==> config.mk <==
export PLATFORM = sky130hd
export DESIGN_NAME = rcs_multicycle
export DESIGN_NICKNAME = d
export VERILOG_FILES = /design/src/rtl/rcs_pkg.sv /design/src/rtl/rcs_chunk.sv /design/src/rtl/rcs_multicycle.sv
export SDC_FILE = /design/constraint.sdc
export NUM_CORES = 1
export LEC_CHECK = 0
export BUFFER_PORTS_ARGS = -buffer_cell sky130_fd_sc_hd__buf_4
export CAP_MARGIN = 40
export CORE_MARGIN = 3
export CORE_UTILIZATION = 45
export CTS_CLUSTER_SIZE = 10
export DETAILED_ROUTE_END_ITERATION = 6
export PLACE_DENSITY = 0.68
export RECOVER_POWER = 100
export SYNTH_ARGS = -nofsm -noshare
export SYNTH_HDL_FRONTEND = slang
export SYNTH_SLANG_ARGS = --single-unit
==> constraint.sdc <==
create_clock -name clk -period 15.78 [get_ports clk]
set_input_delay 3.156 -clock clk [delete_from_list [all_inputs] [get_ports clk]]
set_output_delay 3.156 -clock clk [all_outputs]
set_load 0.005 [all_outputs]
==> src/rtl/rcs_pkg.sv <==
// Shared types and defaults for the multi-cycle ripple-carry add/subtract unit.
//   RCS_WIDTH : default operand/result width in bits
//   RCS_CHUNK : default number of bits added per clock cycle
//   state_t   : control FSM states
package rcs_pkg;

  localparam int RCS_WIDTH = 32;
  localparam int RCS_CHUNK = 8;

  typedef enum logic [1:0] {
    IDLE = 2'd0,
    RUN  = 2'd1,
    DONE = 2'd2
  } state_t;

endpackage

==> src/rtl/rcs_chunk.sv <==
// Purely combinational CHUNK-bit ripple-carry adder slice.
//   a, b  : chunk operands
//   cin   : carry into bit 0
//   s     : chunk sum
//   cout  : carry out of the top bit
//   cmsb  : carry into the top bit (used with cout to form signed overflow)
module rcs_chunk #(
  parameter int CHUNK = 8
) (
  input  logic [CHUNK-1:0] a,
  input  logic [CHUNK-1:0] b,
  input  logic             cin,
  output logic [CHUNK-1:0] s,
  output logic             cout,
  output logic             cmsb
);

  logic c;

  always_comb begin
    s    = '0;
    cmsb = 1'b0;
    c    = cin;
    for (int i = 0; i < CHUNK; i++) begin
      if (i == CHUNK - 1) cmsb = c;
      s[i] = a[i] ^ b[i] ^ c;
      c    = (a[i] & b[i]) | (c & (a[i] ^ b[i]));
    end
    cout = c;
  end

endmodule

==> src/rtl/rcs_multicycle.sv <==
// Multi-cycle add/subtract: one CHUNK-bit slice of the operands is added per
// cycle, LSB chunk first, so an operation takes WIDTH/CHUNK cycles.
//   clk, rst_n           : clock, asynchronous active-low reset
//   in_valid / in_ready  : operation handshake (A, B, sub sampled on accept)
//   A, B, sub            : operands; sub=1 computes A-B, sub=0 computes A+B
//   out_valid / out_ready: result handshake; result held until consumed
//   sum, carry_out       : result and final carry (1 = no borrow when sub=1)
//   overflow, zero       : signed overflow and sum==0 flags
module rcs_multicycle
  import rcs_pkg::*;
#(
  parameter int WIDTH = RCS_WIDTH,
  parameter int CHUNK = RCS_CHUNK
) (
  input  logic             clk,
  input  logic             rst_n,
  input  logic             in_valid,
  output logic             in_ready,
  input  logic [WIDTH-1:0] A,
  input  logic [WIDTH-1:0] B,
  input  logic             sub,
  output logic             out_valid,
  input  logic             out_ready,
  output logic [WIDTH-1:0] sum,
  output logic             carry_out,
  output logic             overflow,
  output logic             zero
);

  localparam int NCHUNK = WIDTH / CHUNK;
  localparam int IDX_W  = (NCHUNK > 1) ? $clog2(NCHUNK) : 1;
  localparam logic [IDX_W-1:0] LAST_IDX = IDX_W'(NCHUNK - 1);

  state_t           state;
  logic [IDX_W-1:0] idx;
  logic             cy;
  logic [WIDTH-1:0] a_q;
  logic [WIDTH-1:0] b_q;
  logic [WIDTH-1:0] sum_q;
  logic [WIDTH-1:0] sum_nx;
  logic [CHUNK-1:0] a_c;
  logic [CHUNK-1:0] b_c;
  logic [CHUNK-1:0] s_c;
  logic             cout_c;
  logic             cmsb_c;
  logic             accept;

  assign accept = (state == IDLE) && in_valid && in_ready;

  // Operand capture: B is pre-inverted for subtraction so the datapath only adds.
  always_ff @(posedge clk) begin
    if (accept) begin
      a_q <= A;
      b_q <= B ^ {WIDTH{sub}};
    end
  end

  assign a_c = a_q[int'(idx)*CHUNK +: CHUNK];
  assign b_c = b_q[int'(idx)*CHUNK +: CHUNK];

  rcs_chunk #(.CHUNK(CHUNK)) u_chunk (
    .a    (a_c),
    .b    (b_c),
    .cin  (cy),
    .s    (s_c),
    .cout (cout_c),
    .cmsb (cmsb_c)
  );

  // Full sum as it will look once this cycle's chunk is written; lets the
  // zero flag be registered on the same edge as the final chunk.
  always_comb begin
    sum_nx = sum_q;
    sum_nx[int'(idx)*CHUNK +: CHUNK] = s_c;
  end

  // Control FSM with registered handshake and result flags.
  always_ff @(posedge clk or negedge rst_n) begin
    if (!rst_n) begin
      state     <= IDLE;
      idx       <= '0;
      cy        <= 1'b0;
      sum_q     <= '0;
      carry_out <= 1'b0;
      overflow  <= 1'b0;
      zero      <= 1'b0;
      out_valid <= 1'b0;
      in_ready  <= 1'b1;
    end else begin
      case (state)
        IDLE: begin
          if (accept) begin
            cy       <= sub;
            idx      <= '0;
            in_ready <= 1'b0;
            state    <= RUN;
          end
        end
        RUN: begin
          sum_q <= sum_nx;
          cy    <= cout_c;
          if (idx == LAST_IDX) begin
            carry_out <= cout_c;
            overflow  <= cout_c ^ cmsb_c;
            zero      <= (sum_nx == '0);
            out_valid <= 1'b1;
            state     <= DONE;
          end else begin
            idx <= idx + 1'b1;
          end
        end
        DONE: begin
          if (out_ready) begin
            out_valid <= 1'b0;
            in_ready  <= 1'b1;
            state     <= IDLE;
          end
        end
        default: state <= IDLE;
      endcase
    end
  end

  assign sum = sum_q;

endmodule

* Word level (Yosys, flattened, before mapping)
Index checks and enable logic that the tools add are counted.
** Storage, ports and cells
- Bits in registers :: 106
- Bits in writable memories :: 0
- Bits in read-only memories :: 0
- Input bits :: 69
- Output and inout bits :: 37
- Latch bits :: 0
- Memories kept :: 0
- Word-level logic and storage cells :: 95
** Operators by class
- Bitwise gates (word level) :: 42
- Shift operators :: 4
- Div/mod/pow operators :: 0
- Equal/unequal tests :: 7
- Add/sub/neg operators :: 2
- $lt $le $gt $ge :: 0
- Reduce and logical (&&, ||, !) cells :: 13
- Muxes and demuxes :: 16
- Multiply operators :: 0
** Operator list (number)
- indexed part select 32 x 6 -> 8 bit :: 2
- negation 5 -> 33 bit :: 1
- variable shift 8 x 33 -> 32 bit, first input constant :: 1
- indexed part select 8 x 33 -> 32 bit :: 1
- bitwise mux 32 bit :: 1
- zero test 32 bit :: 1
- bitwise XOR 32 bit :: 1
- bitwise XOR 1 bit :: 17
- AND 1 bit :: 16
- AND reduction 3 bit :: 4
- 2-to-1 mux 2 bit :: 5
- inequality test 2 bit, second input constant :: 4
- OR 1 bit :: 8
- one-hot mux 1 bit (2 select lines) :: 3
- one-hot mux 2 bit (3 select lines) :: 1
- nonzero test 2 bit :: 3
- 2-to-1 mux 1 bit :: 5
- equality test 2 bit, second input constant :: 2
- one-hot mux 2 bit (2 select lines) :: 1
- AND reduction 2 bit :: 2
- adder 2 x 1 -> 2 bit, second input constant :: 1
- equality test 2 x 1 -> 1 bit, second input constant :: 1
- logical AND 1 bit :: 2
- zero test 2 bit :: 1

* Logic depth before layout (Yosys ltp)
- Depth in word-level cells :: 20
- Gate-level depth with buffers :: 19
- Gate-level depth less buffers :: 17

* Cells and area by module
A second synthesis with hierarchy kept.
** Unflattened totals
- Cell total of the unflattened synthesis :: 296
- Area total of the unflattened synthesis :: 4709.5 µm²
** Modules (own cells, without submodules)
- rcs_multicycle :: area an instance 4511.8 µm², sequential area each 2974.1 µm², instances 1, cells an instance 278
- rcs_chunk :: area an instance 197.7 µm², sequential area each 0.0 µm², instances 1, cells an instance 18

* Worst setup path before layout
No wires, ideal clock.
- Kind :: input-to-reg
- From :: input port in_valid
- To :: register idx[0]
- Setup time :: 0.126 ns
- Path slack :: 9.152 ns
- Required time :: 15.654 ns
- Path buffers :: 0
- Arrival time :: 6.502 ns
- Stages :: 4
- Cell sequence :: nand2b_1 -> nor3b_2 -> nor2_1 -> mux2_2
** On the way
- Longest elaborated chain between the ends :: 4
** Ends and longest elaborated chain
- start: declaration :: line rcs_multicycle.sv:17 : input logic in_valid,
- logical AND 1 bit (2 in a row) :: line rcs_multicycle.sv:48 : assign accept = (state == IDLE) && in_valid && in_ready;
- net accept :: line rcs_multicycle.sv:46 : logic accept;
- inequality test 2 bit (no source line)
- AND reduction 3 bit (no source line)
- end signal: assignment :: line rcs_multicycle.sv:109 : idx <= idx + 1'b1;
- end: declaration :: line rcs_multicycle.sv:35 : logic [IDX_W-1:0] idx;
The timed path passes the listed nets, and every way through them passes these cells.
A chain may end at the register's enable or synchronous reset.

* Worst setup path after layout
Ends and elaborated chain as after synthesis.

==> results.json <==
{
  "firstDrtPassIters": 5,
  "post-route-min-period_ns": 6.35,
  "min_path_type": "reg -> reg",
  "antenna_found_initial": 0,
  "drive_gt1_frac": 0.301,
  "die_area_um2": 11700,
  "yosysSeqAreaShare": 0.631,
  "postLayoutCoreUtil": 0.581,
  "drc": 0,
  "io_buffer_count": 105,
  "slew_headroom": -1.20,
  "cp_num_buf_inv": 2,
  "rsz0062_at_grt": "false",
  "cpMaxStageDelayCell": "clkbuf_1",
  "fin_setup_tns_ns": 0,
  "clockRootBuffer": "clkbuf_8",
  "finalCritPeriodShare": 0.402,
  "worst_clock_skew_ns": 0.0107,
  "groute.usage.overall": 0.170,
  "htree_levels": 3,
  "nNetsFinal": 527,
  "initial_utilization": 0.473,
  "cts.path.max_buffers": 2,
  "hpwl_mm": 7.05,
  "nFillCells": 825,
  "violations": "capacitance limit, slew limit",
  "status": "complete, but fails checks",
  "cts_made_buffers": 9,
  "grt_pass1_vias": 2937,
  "worstSetupPathType": "in -> reg",
  "grt_pass1_wl_mm": 15.0,
  "worst_pin_slew_ns": 3.30,
  "dp_slack_ns": 10.17,
  "totalPowerFinal_uw": 952,
  "io_pins": 106,
  "cp_data_required_time_ns": 16.03,
  "ys_warn_count": 0,
  "synth_edf_count": 64,
  "coreArea_um2": 9950,
  "synth_fp_nets": 420,
  "cp_top_family": "buffers and inverters",
  "cts_setup_buffers": 0,
  "cts_tree": "yes",
  "grt_max_degree": 68,
  "critPathMaxStageDelay_ns": 2.34,
  "layout.area.seq_um2": 2970,
  "antenna_cells": 0,
  "maxSlewViolCount": 145,
  "synth-main-ff-cell": "edfxtp_1",
  "clk_latency_ns": 0.37,
  "gr-total-overflow": 0,
  "placed_cells": 566,
  "async_reset_ff_frac": 0.396,
  "drtIter0Drc": 180,
  "cp-end-kind": "flop",
  "start_kind": "input port",
  "worst_hold_slack_ns": 0.522,
  "wire_per_inst_um": 16.2,
  "worstPathArrival_ns": 6.60,
  "synthCells": 337,
  "dpl_cell_area_um2": 5640,
  "path_cells": "clkbuf_4 -> nand2b_1 -> nor3b_4 -> clkbuf_1 -> nor2_1 -> mux2_2",
  "die_w_um": 108,
  "timing.final.ws_setup_ns": 9.43,
  "fmax_mhz": 157,
  "power.leakage_nw": 2.40,
  "chipHeight_um": 108,
  "peakVddDrop_uv": 100,
  "final_cell_area_um2": 5790,
  "setup_viol": 0,
  "via_per_inst": 5.17,
  "vias": 3009,
  "rows": 36,
  "clk_pin_slew_ns": 0.09,
  "place.gp.congestion": 0.832,
  "syn_area_um2": 4710,
  "multiInputGateArea_um2": 1600,
  "instances_no_fill": 582,
  "cts_resized": 0,
  "hold_viol": 0,
  "ys_seq_elements": 106,
  "route.final.wire_length_mm": 9.42,
  "antenna_left": 0,
  "clock_sinks": 106,
  "crit_fanout": 67,
  "power_density_nw_per_um2": 164,
  "synth_area_per_cell_um2": 14.0,
  "final_cell_mix": "clkbuf_4, edfxtp_1, nand2_1, dfrtp_1",
  "cap_violations": 3,
  "area_delta_synth_final_pct": 22.8,
  "yosysUniqueCellTypes": 38,
  "cts_hold_buf": 0,
  "final_common_cell": "clkbuf_4"
}
power by group:
group / leakage, nW / total [mW] / internal [mW] / switching (mW)
clock network: 0.0942 / 0.157 / 0.0612 / 0.0960
logic: 1.16 / 0.426 / 0.186 / 0.240
registers: 1.15 / 0.368 / 0.335 / 0.0334
tightest hold or removal path: cells and delay by family (launching register included):
family | cells | cell delay [ns]
AO/OA/AOI/OAI | 1 | 0.06
AND/OR/NAND/NOR | 1 | 0.05
flip-flops | 1 | 0.38
sequential cells by signal (all words and copies together) (netlist names):
signal,cells
state,2
a_q,32
b_q,32
idx,2
carry_out,1
cy,1
out_valid,1
in_ready,1
sum,32
zero,1
overflow,1
layout make-up:
| class | instances | share of cell area |
|---|---|---|
| inverter | 23 | 0.0149 |
| sequential | 106 | 0.514 |
| multi-input combinational | 196 | 0.276 |
| timing repair buffer | 108 | 0.135 |
| clock buffer | 10 | 0.0221 |
| tap | 133 | 0.0288 |
| clock inverter | 6 | 0.00952 |
final timing paths:
check | start | end | slack (ns) | depth (start not counted)
setup / recovery | in_valid | idx[0] | 9.43 | 6
hold / removal | sum[5] | sum[5] | 0.52 | 2
setup reg to reg | idx[0] | zero | 9.56 | 17
hold reg to reg | sum[5] | sum[5] | 0.52 | 2
max in group asynchronous | rst_n | idx[0] | 11.05 | 1
min in group asynchronous | rst_n | sum[19] | 3.44 | 1
cells in the mapped netlist (all sizes together), types with 2 or more instances:
library cell,n,share of area
nand4bb,3,0.0072
nand2,42,0.033
clkbuf,6,0.0048
dfrtp,41,0.22
or3,5,0.0066
o21ai,35,0.038
mux2i,2,0.0042
xor2,32,0.059
a31oi,2,0.0027
edfxtp,64,0.41
nor2,9,0.0072
inv,23,0.018
fa,8,0.034
ha,6,0.016
mux4,16,0.076
buf,6,0.0074
a21oi,13,0.014
nor4,9,0.015
cell families (layout without fill, tap and decap cells):
group	Yosys count	after routing	share of synthesized area
multiplexers	19	19	0.0831
AND/OR/NAND/NOR	76	76	0.0815
AO/OA/AOI/OAI	54	54	0.0622
adder cells (fa/ha/maj)	14	14	0.0499
flip-flops	106	106	0.631
XOR/XNOR	33	33	0.0614
buffers and inverters	35	147	0.0305
per-layer routing:
metal	vias up	share of wire	track usage
met3	11	0.061	0.0269
li1	1421	-	-
met5	-	0	0
met2	108	0.50	0.277
met4	0	0.014	0.0595
met1	1469	0.43	0.236
Note: power is estimated with default switching activity, not from simulation.
